`src/rtl/list_range_source.sv`:
```
// rtl/list_range_source.sv - list-stream responder producing an arithmetic sequence
module list_range_source #(
  parameter int WIDTH   = 8,
  parameter int LATENCY = 1
) (
  input  logic             CLOCK_50,
  input  logic             reset_n,
  input  logic             ready,
  input  logic [WIDTH-1:0] first,
  input  logic [WIDTH-1:0] step,
  input  logic [WIDTH-1:0] count,
  output logic             done,
  input  logic             req,
  output logic             ack,
  output logic [WIDTH-1:0] value,
  output logic             value_valid
);

  typedef enum logic [2:0] {
    IDLE, WAIT_REQ, DELAY, ACK, WAIT_DROP, END_LIST
  } state_t;

  // Delay counter is preloaded with LATENCY-1; DELAY hands over to ACK when it reaches 1,
  // so the ack register is set on the edge where the count would become 0.
  localparam logic [3:0] DLY_LOAD = 4'(LATENCY - 1);

  state_t           state, next_state;
  logic             ready_q;
  logic [WIDTH-1:0] cur;
  logic [WIDTH-1:0] stp;
  logic [WIDTH-1:0] remaining;
  logic [3:0]       dly;

  // State register
  always_ff @(posedge CLOCK_50) begin
    if (!reset_n) state <= IDLE;
    else          state <= next_state;
  end

  // Next-state logic; a low ready pulls every active state back to IDLE and beats a pending ack
  always_comb begin
    next_state = state;
    case (state)
      IDLE:      if (ready && !ready_q) next_state = WAIT_REQ;
      WAIT_REQ:  if (req) next_state = (LATENCY == 1) ? ACK : DELAY;
      DELAY:     if (dly <= 4'd1) next_state = ACK;
      ACK:       next_state = value_valid ? WAIT_DROP : END_LIST;
      WAIT_DROP: if (!req) next_state = WAIT_REQ;
      END_LIST:  next_state = END_LIST;
      default:   next_state = IDLE;
    endcase
    if (state != IDLE && !ready) next_state = IDLE;
  end

  // Datapath and registered outputs, all computed from the upcoming state.
  // ready_q resets high so a ready level held through reset is not taken as a fresh start.
  always_ff @(posedge CLOCK_50) begin
    if (!reset_n) begin
      ready_q     <= 1'b1;
      cur         <= '0;
      stp         <= '0;
      remaining   <= '0;
      dly         <= '0;
      ack         <= 1'b0;
      value       <= '0;
      value_valid <= 1'b0;
      done        <= 1'b0;
    end else begin
      ready_q     <= ready;
      ack         <= 1'b0;
      value_valid <= 1'b0;
      done        <= (next_state == END_LIST) && (done || (state == END_LIST && !req));
      if (state == IDLE && next_state == WAIT_REQ) begin
        cur       <= first;
        stp       <= step;
        remaining <= count;
      end
      if (next_state == DELAY) begin
        dly <= (state == DELAY) ? dly - 4'd1 : DLY_LOAD;
      end
      if (next_state == ACK) begin
        ack <= 1'b1;
        if (remaining != '0) begin
          value       <= cur;
          value_valid <= 1'b1;
          cur         <= cur + stp;
          remaining   <= remaining - 1'b1;
        end else begin
          value <= '0;
        end
      end
    end
  end

endmodule

```
`config.mk`:
```
export PLATFORM = sky130hd
export DESIGN_NAME = list_range_source
export DESIGN_NICKNAME = d
export VERILOG_FILES = /design/src/rtl/list_range_source.sv
export SDC_FILE = /design/constraint.sdc
export NUM_CORES = 1
export LEC_CHECK = 0
export CAP_MARGIN = 20
export CORE_ASPECT_RATIO = 0.7
export CORE_MARGIN = 2
export CORE_UTILIZATION = 47
export CTS_CLUSTER_SIZE = 20
export DETAILED_ROUTE_END_ITERATION = 12
export GPL_ROUTABILITY_DRIVEN = 0
export PLACE_DENSITY = 0.76
export SLEW_MARGIN = 20
export SYNTH_ARGS = -nofsm -noshare
export SYNTH_HDL_FRONTEND = slang
export SYNTH_SLANG_ARGS = --single-unit
export TNS_END_PERCENT = 1
```
`constraint.sdc`:
```
create_clock -name CLOCK_50 -period 1.9 [get_ports CLOCK_50]
set_input_delay 0.285 -clock CLOCK_50 [delete_from_list [all_inputs] [get_ports CLOCK_50]]
set_output_delay 0.285 -clock CLOCK_50 [all_outputs]
set_load 0.01 [all_outputs]
```
# [Word level (Yosys, flattened, before mapping)]
# Cells that the tools add are included.
[classes] eq_ne=9 n_reduce_logical=13 magnitude_cmp=1 add_sub_neg=3 mux=17
[op_table] operator="2-to-1 mux 8 bit" n=7
[op_table] operator="one-hot mux 3 bit (6 select lines)" n=1
[op_table] operator="2-to-1 mux 3 bit" n=5
[op_table] operator="equality test 3 x 2 -> 1 bit (second input constant)" n=4
[op_table] operator="equality test 3 bit (second input constant)" n=3
[op_table] operator="adder 8 bit" n=1
[op_table] operator="nonzero test 8 bit" n=1
[op_table] operator="subtractor 8 x 1 -> 8 bit (second input constant)" n=1
[op_table] operator="equality test 3 x 1 -> 1 bit (second input constant)" n=2
[op_table] operator="logical AND 1 bit" n=5
[op_table] operator="<= comparator 4 x 1 -> 1 bit (second input constant)" n=1
[op_table] operator="2-to-1 mux 4 bit" n=1
[op_table] operator="subtractor 4 x 1 -> 4 bit (second input constant)" n=1
[op_table] operator="zero test 1 bit" n=3
[op_table] operator="zero test 3 bit" n=1
[op_table] operator="2-to-1 mux 1 bit" n=3
[op_table] operator="nonzero test 3 bit" n=1
[op_table] operator="AND reduction 2 bit" n=1
[op_table] operator="logical OR 1 bit" n=1
[word_totals] inputBits=28 elab_cells=53 register_bits=43

# [Depth between registers and ports, before layout]
# Gate-level depths: netlist of the first run.
[depth] ltp_word=10 ltp_mapped=9

# [Worst setup path before layout of the first run]
# Ideal clock, no wire load.
[synth_path] path_type="register to register" startpoint="register state[0]" endpoint="register remaining[6]" path_stages_with_launch=9 setup_time_ps=132 slack_ps=-60 arrival_time_ps=1827 required_time_ps=1768 cell_sequence="dfxtp_1 -> clkbuf_1 -> or4b_1 -> and3_1 -> and3_4 -> buf_2 -> and4b_1 -> a31oi_1 -> a21oi_1"
[synth_via] elab_chain_len=8
[synth_lines] item="from (decl)" line_no="27" rtl="state_t state, next_state;"
[synth_lines] item="from (signal assigned)" line_no="37" rtl="else state <= next_state;"
[synth_lines] item="equality test 3 bit (tied with other cells)" line_no="43" rtl="case (state)"
[synth_lines] item="one-hot mux 3 bit (6 select lines) / logical AND 1 bit (equally long branches)" line_no="43, 52"
[synth_lines] item="2-to-1 mux 3 bit" line_no="52" rtl="if (state != IDLE && !ready) next_state = IDLE;"
[synth_lines] item="equality test 3 x 1 -> 1 bit" line_no="73" rtl="if (state == IDLE && next_state == WAIT_REQ) begin"
[synth_lines] item="logical AND 1 bit" line_no="73"
[synth_lines] item="2-to-1 mux 8 bit" line_no="73"
[synth_lines] item="2-to-1 mux 8 bit" line_no="83" rtl="if (remaining != '0) begin"
[synth_lines] item="2-to-1 mux 8 bit (*)" line_no="81" rtl="if (next_state == ACK) begin"
[synth_lines] item="to (signal assigned)" line_no="76" rtl="remaining <= count;"
[synth_lines] item="to (signal assigned)" line_no="87" rtl="remaining <= remaining - 1'b1;"
[synth_lines] item="to (decl)" line_no="31" rtl="logic [WIDTH-1:0] remaining;"
# Mark *: on every way between the ends. The rest lies on a longest branch, timed or not.
# A chain may end at the register's enable or synchronous reset.

# [Final worst setup path of the first run]
[layout_path] startpoint="register dly[2]" endpoint="register remaining[4]"
[layout_via] elab_chain_len=9
[layout_lines] item="from (decl)" line_no="32" rtl="logic [3:0] dly;"
[layout_lines] item="from (signal assigned)" line_no="79" rtl="dly <= (state == DELAY) ? dly - 4'd1 : DLY_LOAD;"
[layout_lines] item="<= comparator 4 x 1 -> 1 bit (*)" line_no="46" rtl="DELAY: if (dly <= 4'd1) next_state = ACK;"
[layout_lines] item="2-to-1 mux 3 bit (*)" line_no="46"
[layout_lines] item="one-hot mux 3 bit (6 select lines) (*)" line_no="43"
[layout_lines] item="2-to-1 mux 3 bit (*)" line_no="52"
[layout_lines] item="equality test 3 x 1 -> 1 bit" line_no="73"
[layout_lines] item="logical AND 1 bit" line_no="73"
[layout_lines] item="2-to-1 mux 8 bit" line_no="73"
[layout_lines] item="2-to-1 mux 8 bit" line_no="83"
[layout_lines] item="2-to-1 mux 8 bit (*)" line_no="81"
# Marks and branches as above.

==> results of run 1 <==
==> area by class of cell <==
class                      count  share of cell area
timing repair buffer          70              0.2207
clock buffer                   6             0.02420
sequential                    43              0.2899
clock inverter                 2            0.004172
inverter                       8             0.01001
tap                           55             0.02295
multi-input combinational    205              0.4280
==> kinds of logic after synthesis <==
logic type	share of synthesized area
compound gates	0.1738
xor+xnor	0.03233
fa+ha+maj	0.06697
buf+inv	0.04330
flops	0.3972
mux	0.01443
simple gates	0.2719
==> repair_timing <==
item / in CTS / in global routing
gates resized for setup: 9 / 12
setup endpoints to repair: 16 / 27
pin swaps: 5 / 4
==> metal layers <==
metal / share of wire / up-vias / global-route usage
met4: 0.017 / 0 / 0.06803
met1: 0.49 / 979 / 0.3041
li1: - / 1060 / -
met5: 0 / - / 0
met2: 0.44 / 56 / 0.3705
met3: 0.057 / 11 / 0.04082
==> synth_stat cells (3+ instances only) <==
master | instances | area (µm²)
xor2_1 | 3 | 26.28
a21oi_1 | 29 | 145.1
a31oi_1 | 3 | 18.77
nand2_1 | 53 | 198.9
xnor2_1 | 5 | 43.79
a311oi_1 | 5 | 43.79
clkbuf_1 | 11 | 41.29
nor2b_1 | 3 | 18.77
dfxtp_1 | 43 | 860.8
nand2b_1 | 6 | 37.54
or4_1 | 3 | 22.52
o21ai_0 | 6 | 30.03
ha_1 | 10 | 125.1
o211ai_1 | 3 | 22.52
nor3_1 | 5 | 25.02
nor2_1 | 23 | 86.33
buf_2 | 3 | 15.01
nand3_1 | 14 | 70.07
and3_1 | 4 | 25.02
inv_1 | 8 | 30.03
==> registers in the layout, indices dropped and copies added (netlist names), 3 cells and up <==
register	cells
cur	8
stp	8
value	8
remaining	8
state	3
dly	4
==> worst min-delay path: cells and delay by family (launching register included) <==
kind / cells / cell delay, ns
AOI/OAI and AO/OA: 1 / 0.05
DFF: 1 / 0.32
and+or+nand+nor: 1 / 0.05
==> through the flow <==
stage                     setup slack [ns]  utilization  cell area, µm²  TNS [ns]
final                              -0.1015       0.6849            2999   -0.3937
after global routing               -0.1708       0.6849            2999    -1.865
after CTS                         -0.08775       0.6786            2972   -0.2369
after detailed placement           -0.2243       0.6491            2843    -1.971
after global placement             -0.1419       0.6491            2843   -0.8649
after floorplan                   -0.03804            -            2175   -0.1000
==> power breakdown <==
| group | internal [mW] | switching (mW) |
|---|---|---|
| Clock | 0.257 | 0.320 |
| Combinational | 0.145 | 0.130 |
| Sequential | 0.923 | 0.0179 |
| Total | 1.33 | 0.468 |
==> worst paths after layout <==
path,end,slack [ns],cells past startpoint
max,remaining[4],-0.10,6
min,value[5],0.46,2
max reg2reg,remaining[4],-0.10,6
min reg2reg,value[5],0.46,2
==> cells in the final DEF (no fill, tap or decap), drive strengths merged, types with 5 or more instances in the layout <==
| cell type | instances |
|---|---|
| nand2 | 54 |
| dfxtp | 43 |
| clkdlybuf4s50 | 38 |
| buf | 32 |
| a21oi | 29 |
| nor2 | 23 |
| nand3 | 14 |
| ha | 10 |
| inv | 8 |
| nand2b | 6 |
| o21ai | 6 |
| clkbuf | 6 |
| xnor2 | 5 |
| a311oi | 5 |
| nor3 | 5 |
| and3 | 5 |
==> results.json, run 1 <==
{
  "cts_buffers": 5,
  "clk_path_buf_depth": 2,
  "hold_class": "flip-flop to flip-flop",
  "path_buf_inv": 0,
  "tritoncts": "built",
  "final_nets": 372,
  "die-width_um": 85.16,
  "worst_slack_ns": -0.1015,
  "overflow": 0,
  "rsz0062_at_grt": "yes",
  "violations": "setup timing",
  "io_buffers": 38,
  "relSlewSlack": 0.7707,
  "wl_per_cell_um": 14.17,
  "drive_above_1_share": 0.1886,
  "num_vias": 2106,
  "worst_hold_slack_ns": 0.4574,
  "drt_iter0_drc": 105,
  "insertion_delay_ns": 0.30,
  "netlist_area_mm2": 0.002167,
  "synth-edff-count": 0,
  "synthArstFlopShare": 0,
  "critPathLaunch": "dly[2]",
  "drc": 0,
  "cts_root_buf": "clkbuf_8",
  "netlist_instances": 271,
  "maxSlewViolCount": 0,
  "clk_pin_slew_worst_paths_ns": 0.08,
  "finClkSkew_ns": 0.005109,
  "tightest_slew_ns": 0.3402,
  "grt_antenna_before_repair": 0,
  "status": "complete, but fails checks",
  "fmax_ghz": 0.4996,
  "finalSetupViolCount": 9,
  "cts_hold_buffers": 0,
  "cts.htree.levels": 2,
  "clock-sinks": 43,
  "r2r_start": "dly[2]",
  "crit_chain": "or4_4, o221ai_2, and3_4, nand2_4, or4_1, a31oi_1",
  "power_per_cell_area_mw_per_mm2": 597.9,
  "instances_no_fill": 389,
  "fin_crit_sh": 1.053,
  "grt_usage": 0.2237,
  "ios": 39,
  "grt_pass1_wl_um": 8873,
  "n_antenna_cell": 0,
  "dr.pass1.iters": 4,
  "die-area_mm2": 0.005179,
  "multi_input_area_mm2": 0.001284,
  "avgSynthCellArea_um2": 7.997,
  "critPathKind": "flip-flop to flip-flop",
  "die_h_um": 60.81,
  "vias_per_cell": 5.414,
  "ant_nets": 0,
  "post-dp-hpwl_um": 4013,
  "crit_required_ns": 2.13,
  "dp_cells": 381,
  "fp-row-count": 20,
  "power.total_mw": 1.793,
  "max-cap-violations": 0,
  "final_hold_viol_count": 0,
  "grt_pass1_vias": 1884,
  "power_leakage_nw": 1.140,
  "hold_start": "value[5]",
  "crit_path_max_fanout": 6,
  "ys_warn_count": 0,
  "layout.area.seq_um2": 869.6,
  "slowest_stage": "or4_4",
  "crit_family": "simple AND/OR/NAND/NOR gates",
  "core-area_mm2": 0.004379,
  "nFillCells": 352,
  "area_growth_pct": 38.40,
  "drt-total-wl_um": 5513,
  "yosysSeqAreaShare": 0.3972,
  "synth_seq_cells": 43,
  "synthDistinctLibCells": 45,
  "crit_path_start_kind": "flip-flop",
  "critPathArrivalTime_ns": 2.23,
  "post_cts_buffers": 0,
  "yosys_most_used_dff": "dfxtp_1",
  "slowest_delay_ns": 0.54,
  "cp-end-kind": "flip-flop",
  "vdd_drop_max_uv": 369.3,
  "finalCriticalPeriod_ns": 2.002,
  "syn_nets": 310,
  "start_util": 0.4949,
  "grt_max_degree": 32
}
Power figures use the tool's default switching activity.
==> inputs of run 2 (changes only) <==
--- a/config.mk
+++ b/config.mk
@@ -7,7 +7,6 @@
 export LEC_CHECK = 0
 export CAP_MARGIN = 20
 export CORE_ASPECT_RATIO = 0.7
-export CORE_MARGIN = 2
 export CORE_UTILIZATION = 47
 export CTS_CLUSTER_SIZE = 20
 export DETAILED_ROUTE_END_ITERATION = 12
==> run 2 against run 1 <==
Net effect: the run still ends with setup timing left; setup slack improved by 0.013 ns; global-route usage increased by 1.2 points; sequential share of layout area decreased by 0.59 points; register-to-register slack about the same; cell count unchanged; clock skew about the same; sequential cell count unchanged; non-clock buffer count unchanged; critical path depth increased by 1; wire length decreased by 2.9%; count of clock-buffer cells in the layout decreased by 1; hold slack improved by 0.0015 ns.
==> results.json, run 2 (same netlist as run 1, synthesis figures left out) <==
{
  "status": "complete, but fails checks",
  "violations": "setup timing",
  "drt-total-wl_um": 5352,
  "critPathLaunch": "dly[3]",
  "relSlewSlack": 0.6705,
  "finalCriticalPeriod_ns": 1.988,
  "grt_antenna_before_repair": 0,
  "power_per_cell_area_mw_per_mm2": 681.5,
  "rsz0062_at_grt": "yes",
  "drive_above_1_share": 0.1886,
  "tightest_slew_ns": 0.4905,
  "vias_per_cell": 5.339,
  "dr.pass1.iters": 6,
  "ff2ff_path_depth": 7,
  "grt_pass1_vias": 1858,
  "fp-row-count": 20,
  "insertion_delay_ns": 0.31,
  "ant_nets": 0,
  "n_antenna_cell": 0,
  "area_growth_pct": 40.65,
  "ios": 39,
  "crit_path_max_fanout": 5,
  "maxSlewViolCount": 0,
  "clk_pin_slew_worst_paths_ns": 0.09,
  "core-area_mm2": 0.004379,
  "hold_class": "flip-flop to flip-flop",
  "r2r_start": "dly[3]",
  "post-dp-hpwl_um": 3693,
  "start_util": 0.4949,
  "clk_path_buf_depth": 2,
  "crit_chain": "or4_4, o221ai_4, and3_4, buf_12, nand4_1, mux2_2, a21oi_1",
  "finClkSkew_ns": 0.004856,
  "instances_no_fill": 389,
  "worstHoldPathCells": 2,
  "mostFrequentLayoutCells": "53 x nand2_1, 39 x dfxtp_1, 38 x clkdlybuf4s50_1, 28 x buf_4, 27 x a21oi_1",
  "critPathArrivalTime_ns": 2.23,
  "final_nets": 372,
  "fmax_ghz": 0.5029,
  "overflow": 0,
  "cp-end-kind": "flip-flop",
  "finalSetupViolCount": 5,
  "critPathKind": "flip-flop to flip-flop",
  "die-width_um": 83.16,
  "rr_endpoint": "remaining[7]",
  "cts_hold_buffers": 0,
  "grt_pass1_wl_um": 8928,
  "crit_path_start_kind": "flip-flop",
  "final_hold_viol_count": 0,
  "clock-sinks": 43,
  "grt_usage": 0.2362,
  "fin_crit_sh": 1.047,
  "worst_slack_ns": -0.08838,
  "io_buffers": 38,
  "vdd_drop_max_uv": 406.5,
  "nFillCells": 332,
  "wl_per_cell_um": 13.76,
  "crit_family": "simple AND/OR/NAND/NOR gates",
  "layout_commonest_cell": "nand2_1",
  "slowest_stage": "or4_4",
  "drc": 0,
  "max-cap-violations": 0,
  "path_buf_inv": 1,
  "ff2ff_setup_slack_ns": -0.09,
  "drt_iter0_drc": 105,
  "slowest_delay_ns": 0.54,
  "cts_root_buf": "clkbuf_8",
  "grt_max_degree": 34,
  "cts_buffers": 5,
  "finalInstanceArea_mm2": 0.003048,
  "crit_required_ns": 2.14,
  "power_leakage_nw": 1.158,
  "cts.htree.levels": 2,
  "critPathCapture": "remaining[7]",
  "crit_cells": 7,
  "dp_cells": 381,
  "num_vias": 2077,
  "tritoncts": "built",
  "placed_area_mm2": 0.002830,
  "die-area_mm2": 0.004891,
  "die_h_um": 58.81
}
## run 2: final cells by class
class                      count  area (µm²)  share of cell area
inverter                       8       30.03            0.009852
timing repair buffer          70       653.1              0.2143
multi-input combinational    205        1294              0.4245
sequential                    43       865.8              0.2841
clock buffer                   5       68.82             0.02258
clock inverter                 3       67.56             0.02217
tap                           55       68.82             0.02258
## run 2: stage by stage
| stage | setup TNS [ns] | utilization | setup WS [ns] | hold slack, ns | total power, mW |
|---|---|---|---|---|---|
| 4_1_cts | -0.2320 | 0.6851 | -0.09804 | 0.4572 | 2.068 |
| 2_1_floorplan | -0.1000 | - | -0.03804 | 0.3865 | 1.085 |
| 6_report | -0.3096 | 0.6960 | -0.08838 | 0.4589 | 2.077 |
| 3_5_place_dp | -1.124 | 0.6463 | -0.1669 | 0.4465 | 1.211 |
| 5_1_grt | -1.423 | 0.6960 | -0.1738 | 0.4751 | 2.160 |
| 3_3_place_gp | -0.8042 | 0.6463 | -0.1229 | 0.4403 | 1.205 |
## run 2: repair_timing
action,in CTS,in global routing
endpoints found under the setup margin,12,24
resized for setup,7,14
gates cloned,0,0
setup buffers,0,0
pin swaps,3,6
## run 2: where the power goes
part	switching, mW	internal, mW	leakage, nW
Combinational	0.126	0.139	0.743
Clock	0.348	0.525	0.0644
Sequential	0.0160	0.924	0.350
## run 2: how the worst min path moves through the flow
stage / start / end / slack [ns]
2_1_floorplan: ready / ready_q / 0.39
3_3_place_gp: value[4] / value[4] / 0.44
3_5_place_dp: value[4] / value[4] / 0.45
4_1_cts: value[4] / value[4] / 0.46
5_1_grt: stp[0] / stp[0] / 0.48
6_report: value[5] / value[5] / 0.46
## run 2: tightest hold or removal path: cells and delay by family (launching register included)
| kind | cells | cell delay (ns) |
|---|---|---|
| flops | 1 | 0.32 |
| simple gates | 1 | 0.05 |
| compound gates | 1 | 0.05 |
## run 2: metal layers
layer  up-vias  part of all wire  GRT usage
met4         0             0.014    0.08128
met3        11             0.056    0.05049
met2        60              0.42     0.3560
met1       942              0.50     0.3380
li1       1064                 -          -
met5         -                 0          0
==> inputs of run 3 (changes only) <==
--- a/config.mk
+++ b/config.mk
@@ -7,6 +7,7 @@
 export LEC_CHECK = 0
 export CAP_MARGIN = 20
 export CORE_ASPECT_RATIO = 0.7
+export CORE_MARGIN = 3
 export CORE_UTILIZATION = 47
 export CTS_CLUSTER_SIZE = 20
 export DETAILED_ROUTE_END_ITERATION = 12
==> run 3 against run 2 <==
Net effect: the run still ends with setup timing left; via count is 0.91% higher; non-clock buffer count is 1 lower; cell area is 2.5% lower; clock power is 15% lower; clock skew rose by 0.0037 ns; combinational power about the same; critical path depth fell by 1; maximum frequency down 0.27%; cell count decreased by 1.0%; sequential power about the same; critical endpoint is now remaining[4]; highest routed layer unchanged.
==> results.json, run 3 (same netlist as run 1, synthesis figures left out) <==
{
  "layout_commonest_cell": "nand2_1",
  "core-area_mm2": 0.004160,
  "clock-sinks": 43,
  "drt_iter0_drc": 136,
  "drc": 0,
  "power_leakage_nw": 1.139,
  "r2r_start": "dly[2]",
  "vdd_drop_max_uv": 456.5,
  "relSlewSlack": 0.6444,
  "wl_per_cell_um": 14.15,
  "n_antenna_cell": 0,
  "max-cap-violations": 0,
  "ant_nets": 0,
  "drive_above_1_share": 0.1892,
  "die-width_um": 87.16,
  "ios": 39,
  "p_clk_frac": 0.380,
  "ff2ff_path_depth": 6,
  "fp-row-count": 19,
  "crit_chain": "or4_4, o221ai_2, and3_4, nand2_4, or4_1, a31oi_1",
  "worst_slack_ns": -0.09379,
  "p_switching_mw": 0.4550,
  "slowest_delay_ns": 0.53,
  "final_hold_viol_count": 0,
  "tritoncts": "built",
  "vias_per_cell": 5.444,
  "insertion_delay_ns": 0.30,
  "crit_required_ns": 2.13,
  "grt_antenna_before_repair": 0,
  "mostFrequentLayoutCells": "52 x nand2_1, 38 x dfxtp_1, 38 x clkdlybuf4s50_1, 31 x buf_4, 27 x a21oi_1",
  "overflow": 0,
  "finalCriticalPeriod_ns": 1.994,
  "sw_frac_of_total": 0.2342,
  "num_vias": 2096,
  "worstHoldPathCells": 2,
  "cts_root_buf": "clkbuf_8",
  "io_buffers": 38,
  "routed-wl-met3_um": 335,
  "maxSlewViolCount": 0,
  "crit_path_start_kind": "flip-flop",
  "p_comb_frac": 0.135,
  "dr.max_layer_used": "met4",
  "hold_class": "flip-flop to flip-flop",
  "start_util": 0.5209,
  "met1_length_um": 2735,
  "die-area_mm2": 0.005475,
  "area_growth_pct": 37.18,
  "cp-end-kind": "flip-flop",
  "cts_hold_buffers": 0,
  "ff2ff_setup_slack_ns": -0.09,
  "path_buf_inv": 0,
  "crit_path_max_fanout": 6,
  "fmax_ghz": 0.5016,
  "grt_pass1_wl_um": 9204,
  "slowest_stage": "or4_4",
  "grt_max_degree": 34,
  "rr_endpoint": "remaining[4]",
  "clk_pin_slew_worst_paths_ns": 0.08,
  "drt-total-wl_um": 5447,
  "dr.pass1.iters": 4,
  "crit_family": "simple AND/OR/NAND/NOR gates",
  "clk_path_buf_depth": 2,
  "violations": "setup timing",
  "finClkSkew_ns": 0.008525,
  "grt_pass1_vias": 1925,
  "tightest_slew_ns": 0.5293,
  "wl_met2_um": 2340,
  "die_h_um": 62.81,
  "status": "complete, but fails checks",
  "dp_slack_ns": -0.1524,
  "finalSetupViolCount": 5,
  "critPathArrivalTime_ns": 2.22,
  "fin_crit_sh": 1.049,
  "cts.htree.levels": 2,
  "critPathKind": "flip-flop to flip-flop",
  "grt_usage": 0.2115,
  "p_int_mw": 1.488,
  "final_nets": 371,
  "post-dp-hpwl_um": 4050,
  "rsz0062_at_grt": "yes",
  "power_per_cell_area_mw_per_mm2": 653.7,
  "min_to": "value[4]",
  "hold_start": "value[4]",
  "cts_buffers": 5,
  "seqPwrFrac": 0.485,
  "setup_tns_ns": -0.2007
}
## run 3: how the worst max path moves through the flow
stage | startpoint | end | cells after the start
global route | dly[2] | remaining[4] | 6
finish | dly[2] | remaining[4] | 6
CTS | dly[2] | remaining[4] | 6
detailed placement | ready | remaining[4] | 7
global placement | dly[3] | remaining[4] | 6
floorplan | state[1] | remaining[6] | 8
## run 3: tightest hold or removal path: cells and delay by family (launching register included)
| kind | cells | cell delay, ns |
|---|---|---|
| and+or+nand+nor | 1 | 0.05 |
| AOI/OAI and AO/OA | 1 | 0.05 |
| DFF | 1 | 0.32 |
## run 3: power groups by stage
stage | combinational [mW] | sequential [mW] | clock, mW
final | 0.262 | 0.942 | 0.739
after global routing | 0.292 | 0.946 | 0.788
after CTS | 0.253 | 0.940 | 0.748
after detailed placement | 0.250 | 0.962 | 0
after global placement | 0.246 | 0.961 | 0
after floorplan | 0.128 | 0.957 | 0
## run 3: layer usage
layer / up-vias / GRT usage
met3: 4 / 0.04348
met2: 65 / 0.3002
met1: 967 / 0.3194
met5: - / 0
met4: 0 / 0.05939
li1: 1060 / -
## run 3: what timing repair did
action / 4_1_cts / 5_1_grt
gates resized for setup: 5 / 13
setup endpoints to repair: 14 / 26
pin swaps: 4 / 8
buffers inserted: 1 / 0
## run 3: through the flow
stage	power [mW]	hold slack [ns]	instance area, µm²	util	cells
global route	2.026	0.4797	2973	0.7146	385
floorplan	1.085	0.3865	2175	-	271
finish	1.943	0.4617	2973	0.7146	385
global placement	1.206	0.4398	2786	0.6698	376
detailed placement	1.211	0.4525	2786	0.6698	376
CTS	1.942	0.4625	2937	0.7059	385
## run 3: layout make-up
type,count,area (µm²)
Clock inverter,2,35.03
Inverter,8,30.03
Clock buffer,6,82.58
Tap cell,52,65.06
Multi-Input combinational cell,205,1280
Sequential cell,43,867.1
Fill cell,342,1187
Timing Repair Buffer,69,613.1
==> edit 1, RTL diff (settings of run 1) <==
The parameter `WIDTH` goes from 8 to 7.
--- a/src/rtl/list_range_source.sv
+++ b/src/rtl/list_range_source.sv
@@ -1,6 +1,6 @@
 // rtl/list_range_source.sv - list-stream responder producing an arithmetic sequence
 module list_range_source #(
-  parameter int WIDTH   = 8,
+  parameter int WIDTH   = 7,
   parameter int LATENCY = 1
 ) (
   input  logic             CLOCK_50,
Interface: changed (resized count, first, step and value); port bits go from 39 to 35. No check against the original RTL was run, so the function may have changed too.
==> edit 1 against run 1 <==
The flow still finishes with violations (negative setup slack); sequential cell count decreased by 4; cell area increased by 6.5%; routed wire length increased by 10%; setup slack improved by 0.058 ns; area after synthesis decreased by 2.9%; power increased by 11%; die area decreased by 2.7%; utilization increased by 5.3 points; sequential power decreased by 9.0%; critical path type unchanged; critical endpoint is now remaining[3]; largest cell class unchanged.
==> edit 1: results (changes against run 1) <==
| Metric | Value |
|---|---|
| P_clk | `0.833 mW (was 0.577 mW)` |
| Failing checks | `negative setup slack (unchanged)` |
| Avg WL per Cell | `16.6 um (was 14.2 um)` |
| Synth unique cells | `54 (was 45)` |
| Crit path max fanout | `7 (was 6)` |
| Max stage delay on crit path | `0.40 ns (was 0.54 ns)` |
| Ranking of synthesized cells by area | `dfxtp_1 37%, nand2_1 5.5%, ha_1 5.4% (was dfxtp_1 40%, nand2_1 9.2%, a21oi_1 6.7%)` |
| Slowest CP cell | `or3_4 (was or4_4)` |
| Routed via count | `2126 (was 2106)` |
| Seq power | `0.856 mW (was 0.941 mW)` |
| Register area share after synthesis | `0.371 (was 0.397)` |
| Gr usage total | `0.237 (was 0.224)` |
| First-pass GRT wire length | `9.38 mm (was 8.87 mm)` |
| Mean Syn Cell Area | `9.07 um2 (was 8.00 um2)` |
| DP Wirelength | `3.99 mm (was 4.01 mm)` |
| DP Area | `2750 um2 (was 2840 um2)` |
| Iter 0 DRT Violations | `99 (was 105)` |
| Pleak | `1.25 nW (was 1.14 nW)` |
| Switching Fraction | `0.240 (was 0.261)` |
| Xor-xnor portion of the synthesized cell area | `0.0166 (was 0.0323)` |
| Largest net degree at the start of global routing | `18 (was 32)` |
| Routed vias/inst | `5.81 (was 5.41)` |
| Setup TNS | `-0.236 ns (was -0.394 ns)` |
| Fraction of layout cells with a size suffix above 1 | `0.318 (was 0.189)` |
| Setup Skew | `0.00956 ns (was 0.00511 ns)` |
| Setup violations, final | `12 (was 9)` |
| Crit path DAT | `2.13 ns (was 2.23 ns)` |
| Final WS setup | `-0.0432 ns (was -0.102 ns)` |
| Outcome | `finished with violations (unchanged)` |
| # nets final | `345 (was 372)` |
| Largest family of logic cells by synthesized area | `compound AO/OA/AOI/OAI gates (was simple AND/OR/NAND/NOR gates)` |
| P_int | `1.52 mW (was 1.33 mW)` |
| Family with the most delay on the worst path | `compound AO/OA/AOI/OAI gates (was simple AND/OR/NAND/NOR gates)` |
| Post-synthesis adder-cell area fraction | `0.0630 (was 0.0670)` |
| Syn nets | `267 (was 310)` |
| Mux cell area share after synthesis | `0.0345 (was 0.0144)` |
edit 1: cell count changes in the layout (fill, tap and decap cells not counted), sizes merged, moves of 4 or more:
cell | before | now
a211oi | 1 | 5
a21oi | 29 | 19
a32o | 0 | 8
buf | 32 | 50
clkdlybuf4s50 | 38 | 34
dfxtp | 43 | 39
nand2 | 54 | 32
nand3 | 14 | 4
nor2 | 23 | 7
o31ai | 0 | 5
edit 1: worst paths after layout:
kind,depth (start not counted),end,startpoint,slack (ns)
hold / removal,2,stp[3],stp[3],0.47
hold reg to reg,2,stp[3],stp[3],0.47
setup / recovery,8,remaining[3],dly[0],-0.04
setup reg to reg,8,remaining[3],dly[0],-0.04
edit 1: timing repair:
action / 4_1_cts / 5_1_grt
setup endpoints to repair: 19 / 25
buffers inserted: 7 / 3
cloned: 0 / 1
pin swaps: 7 / 15
gates resized for setup: 15 / 37
edit 1: area by class of cell:
cell class | count | area [um2]
Timing Repair Buffer | 84 | 739
Fill cell | 288 | 1130
Tap cell | 55 | 68.8
Multi-Input combinational cell | 170 | 1420
Inverter | 10 | 42.5
Clock buffer | 5 | 68.8
Sequential cell | 39 | 792
Clock inverter | 3 | 67.6
edit 1: layer usage:
layer	routed length, um	global-route usage	up-vias
li1	-	-	1021
met1	2830	0.334	1024
met2	2740	0.373	74
met3	439	0.0497	7
met4	54	0.0691	0
met5	0	0	-
edit 1: worst min-delay path, delay by kind of cell (launching register included):
family           cells  cell delay (ns)
flip-flops           1             0.32
AO/OA/AOI/OAI        1             0.05
AND/OR/NAND/NOR      1             0.05
==> edit 2, RTL diff (settings of run 1) <==
Without the edit above. Make the reset (`reset_n`) asynchronous in 2 clocked blocks.
--- a/src/rtl/list_range_source.sv
+++ b/src/rtl/list_range_source.sv
@@ -32,7 +32,7 @@
   logic [3:0]       dly;
 
   // State register
-  always_ff @(posedge CLOCK_50) begin
+  always_ff @(posedge CLOCK_50 or negedge reset_n) begin
     if (!reset_n) state <= IDLE;
     else          state <= next_state;
   end
@@ -54,7 +54,7 @@
 
   // Datapath and registered outputs, all computed from the upcoming state.
   // ready_q resets high so a ready level held through reset is not taken as a fresh start.
-  always_ff @(posedge CLOCK_50) begin
+  always_ff @(posedge CLOCK_50 or negedge reset_n) begin
     if (!reset_n) begin
       ready_q     <= 1'b1;
       cur         <= '0;
Function: differs if reset_n is asserted again (counterexample within 4 cycles, from zero or initial values and one cycle with reset_n low); with reset_n held inactive, the same outputs for 10 cycles.
==> edit 2 against run 1 <==
The flow still finishes with violations (negative setup slack); cell area grew 9.4%; routed wire length shrank 5.1%; sequential cell count is the same; clock skew grew 0.0049 ns; largest cell class unchanged; utilization shrank 0.63 points; critical path type unchanged; critical path depth is the same; via count shrank 6.0%; maximum frequency shrank 3.9%; setup slack lost 0.082 ns; area after synthesis grew 9.6%.
Power is not compared: it rests on default switching activity, and its combinational part moved more than twofold at a synthesized area within 25%.
==> edit 2: results (changes against run 1) <==
| Metric | Value |
|---|---|
| Outcome | `finished with violations (unchanged)` |
| Failing checks | `negative setup slack (unchanged)` |
| Worst slew pin tran | `0.541 ns (was 0.340 ns)` |
| Compound-Gate Fraction of Synth Area | `0.160 (was 0.174)` |
| Met3 routed WL | `248 um (was 313 um)` |
| Crit path max fanout | `4 (was 6)` |
| DP Area | `3090 um2 (was 2840 um2)` |
| Routed length on met1 | `2.72 mm (was 2.68 mm)` |
| Setup violations, final | `14 (was 9)` |
| Clk pin slew, worst setup/hold paths | `0.08 ns (about the same)` |
| Global Route met1 Usage | `0.303 (was 0.304)` |
| Post-synthesis adder-cell area fraction | `0.0664 (was 0.0670)` |
| Mux cell area share after synthesis | `0.0342 (was 0.0144)` |
| Syn nets | `285 (was 310)` |
| Largest net degree at the start of global routing | `44 (was 32)` |
| Pre-Repair DR Iteration Count | `5 (was 4)` |
| Ranking of synthesized cells by area | `dfrtp_1 44%, nand2_1 7.3%, ha_1 5.8% (was dfxtp_1 40%, nand2_1 9.2%, a21oi_1 6.7%)` |
| Fraction of layout cells with a size suffix above 1 | `0.229 (was 0.189)` |
| Min-Delay Path Class | `primary input to asynchronous set/reset pin (was flip-flop to flip-flop)` |
| Synth unique cells | `53 (was 45)` |
| Setup TNS | `-1.55 ns (was -0.394 ns)` |
| Main flop type after synthesis | `dfrtp_1 (was dfxtp_1)` |
| First-pass GRT wire length | `8.63 mm (was 8.87 mm)` |
| Post-synth top cells | `46 x nand2_1, 42 x dfrtp_1, 17 x o21ai_0, 15 x inv_1, 12 x nor2_1 (was 53 x nand2_1, 43 x dfxtp_1, 29 x a21oi_1, 23 x nor2_1, 14 x nand3_1)` |
| Placed cell count | `383 (was 381)` |
| Vias in the first global route | `1883 (was 1884)` |
| Pre-CTS setup slack | `-0.468 ns (was -0.224 ns)` |
| H-tree depth | `2 (unchanged)` |
| Met2 Use GR | `0.285 (was 0.371)` |
| Crit path DAT | `2.27 ns (was 2.23 ns)` |
| Routed vias/inst | `5.05 (was 5.41)` |
| Final cell count without fillers | `392 (was 389)` |
| WL met2 | `2.24 mm (was 2.43 mm)` |
| # nets final | `362 (was 372)` |
| Iter 0 DRT Violations | `116 (was 105)` |
| Mean Syn Cell Area | `9.69 um2 (was 8.00 um2)` |
| Final WS setup | `-0.183 ns (was -0.102 ns)` |
| Gr usage total | `0.198 (was 0.224)` |
| Setup Skew | `0.0100 ns (was 0.00511 ns)` |
| GR Util met3 | `0.0446 (was 0.0408)` |
| Avg WL per Cell | `13.3 um (was 14.2 um)` |
| DP Wirelength | `3.93 mm (was 4.01 mm)` |
edit 2: path summary, 6_finish.rpt:
path | start | end | slack [ns] | depth (start not counted)
max in group asynchronous | reset_n | ready_q | 1.47 | 2
setup reg to reg | dly[2] | remaining[3] | -0.18 | 6
setup / recovery | dly[2] | remaining[3] | -0.18 | 6
min in group CLOCK_50 | ready | ready_q | 0.25 | 1
hold / removal | reset_n | stp[1] | 0.05 | 2
hold reg to reg | value[3] | value[3] | 0.48 | 2
edit 2: worst max-delay path, stage by stage, from the launching register on:
cell      delay (ns)
dfrtp_1         0.38
or4b_4          0.54
nor3_4          0.20
o311ai_4        0.16
nor2_4          0.17
mux2_4          0.31
o221a_4         0.20
edit 2: area by class of cell:
| cell class | instances | area, um2 |
|---|---|---|
| fill | 411 | 1550 |
| multi-input combinational | 176 | 1230 |
| sequential | 43 | 1080 |
| timing repair buffer | 80 | 703 |
| tap | 69 | 86.3 |
| clock buffer | 6 | 82.6 |
| inverter | 16 | 65.1 |
| clock inverter | 2 | 35.0 |
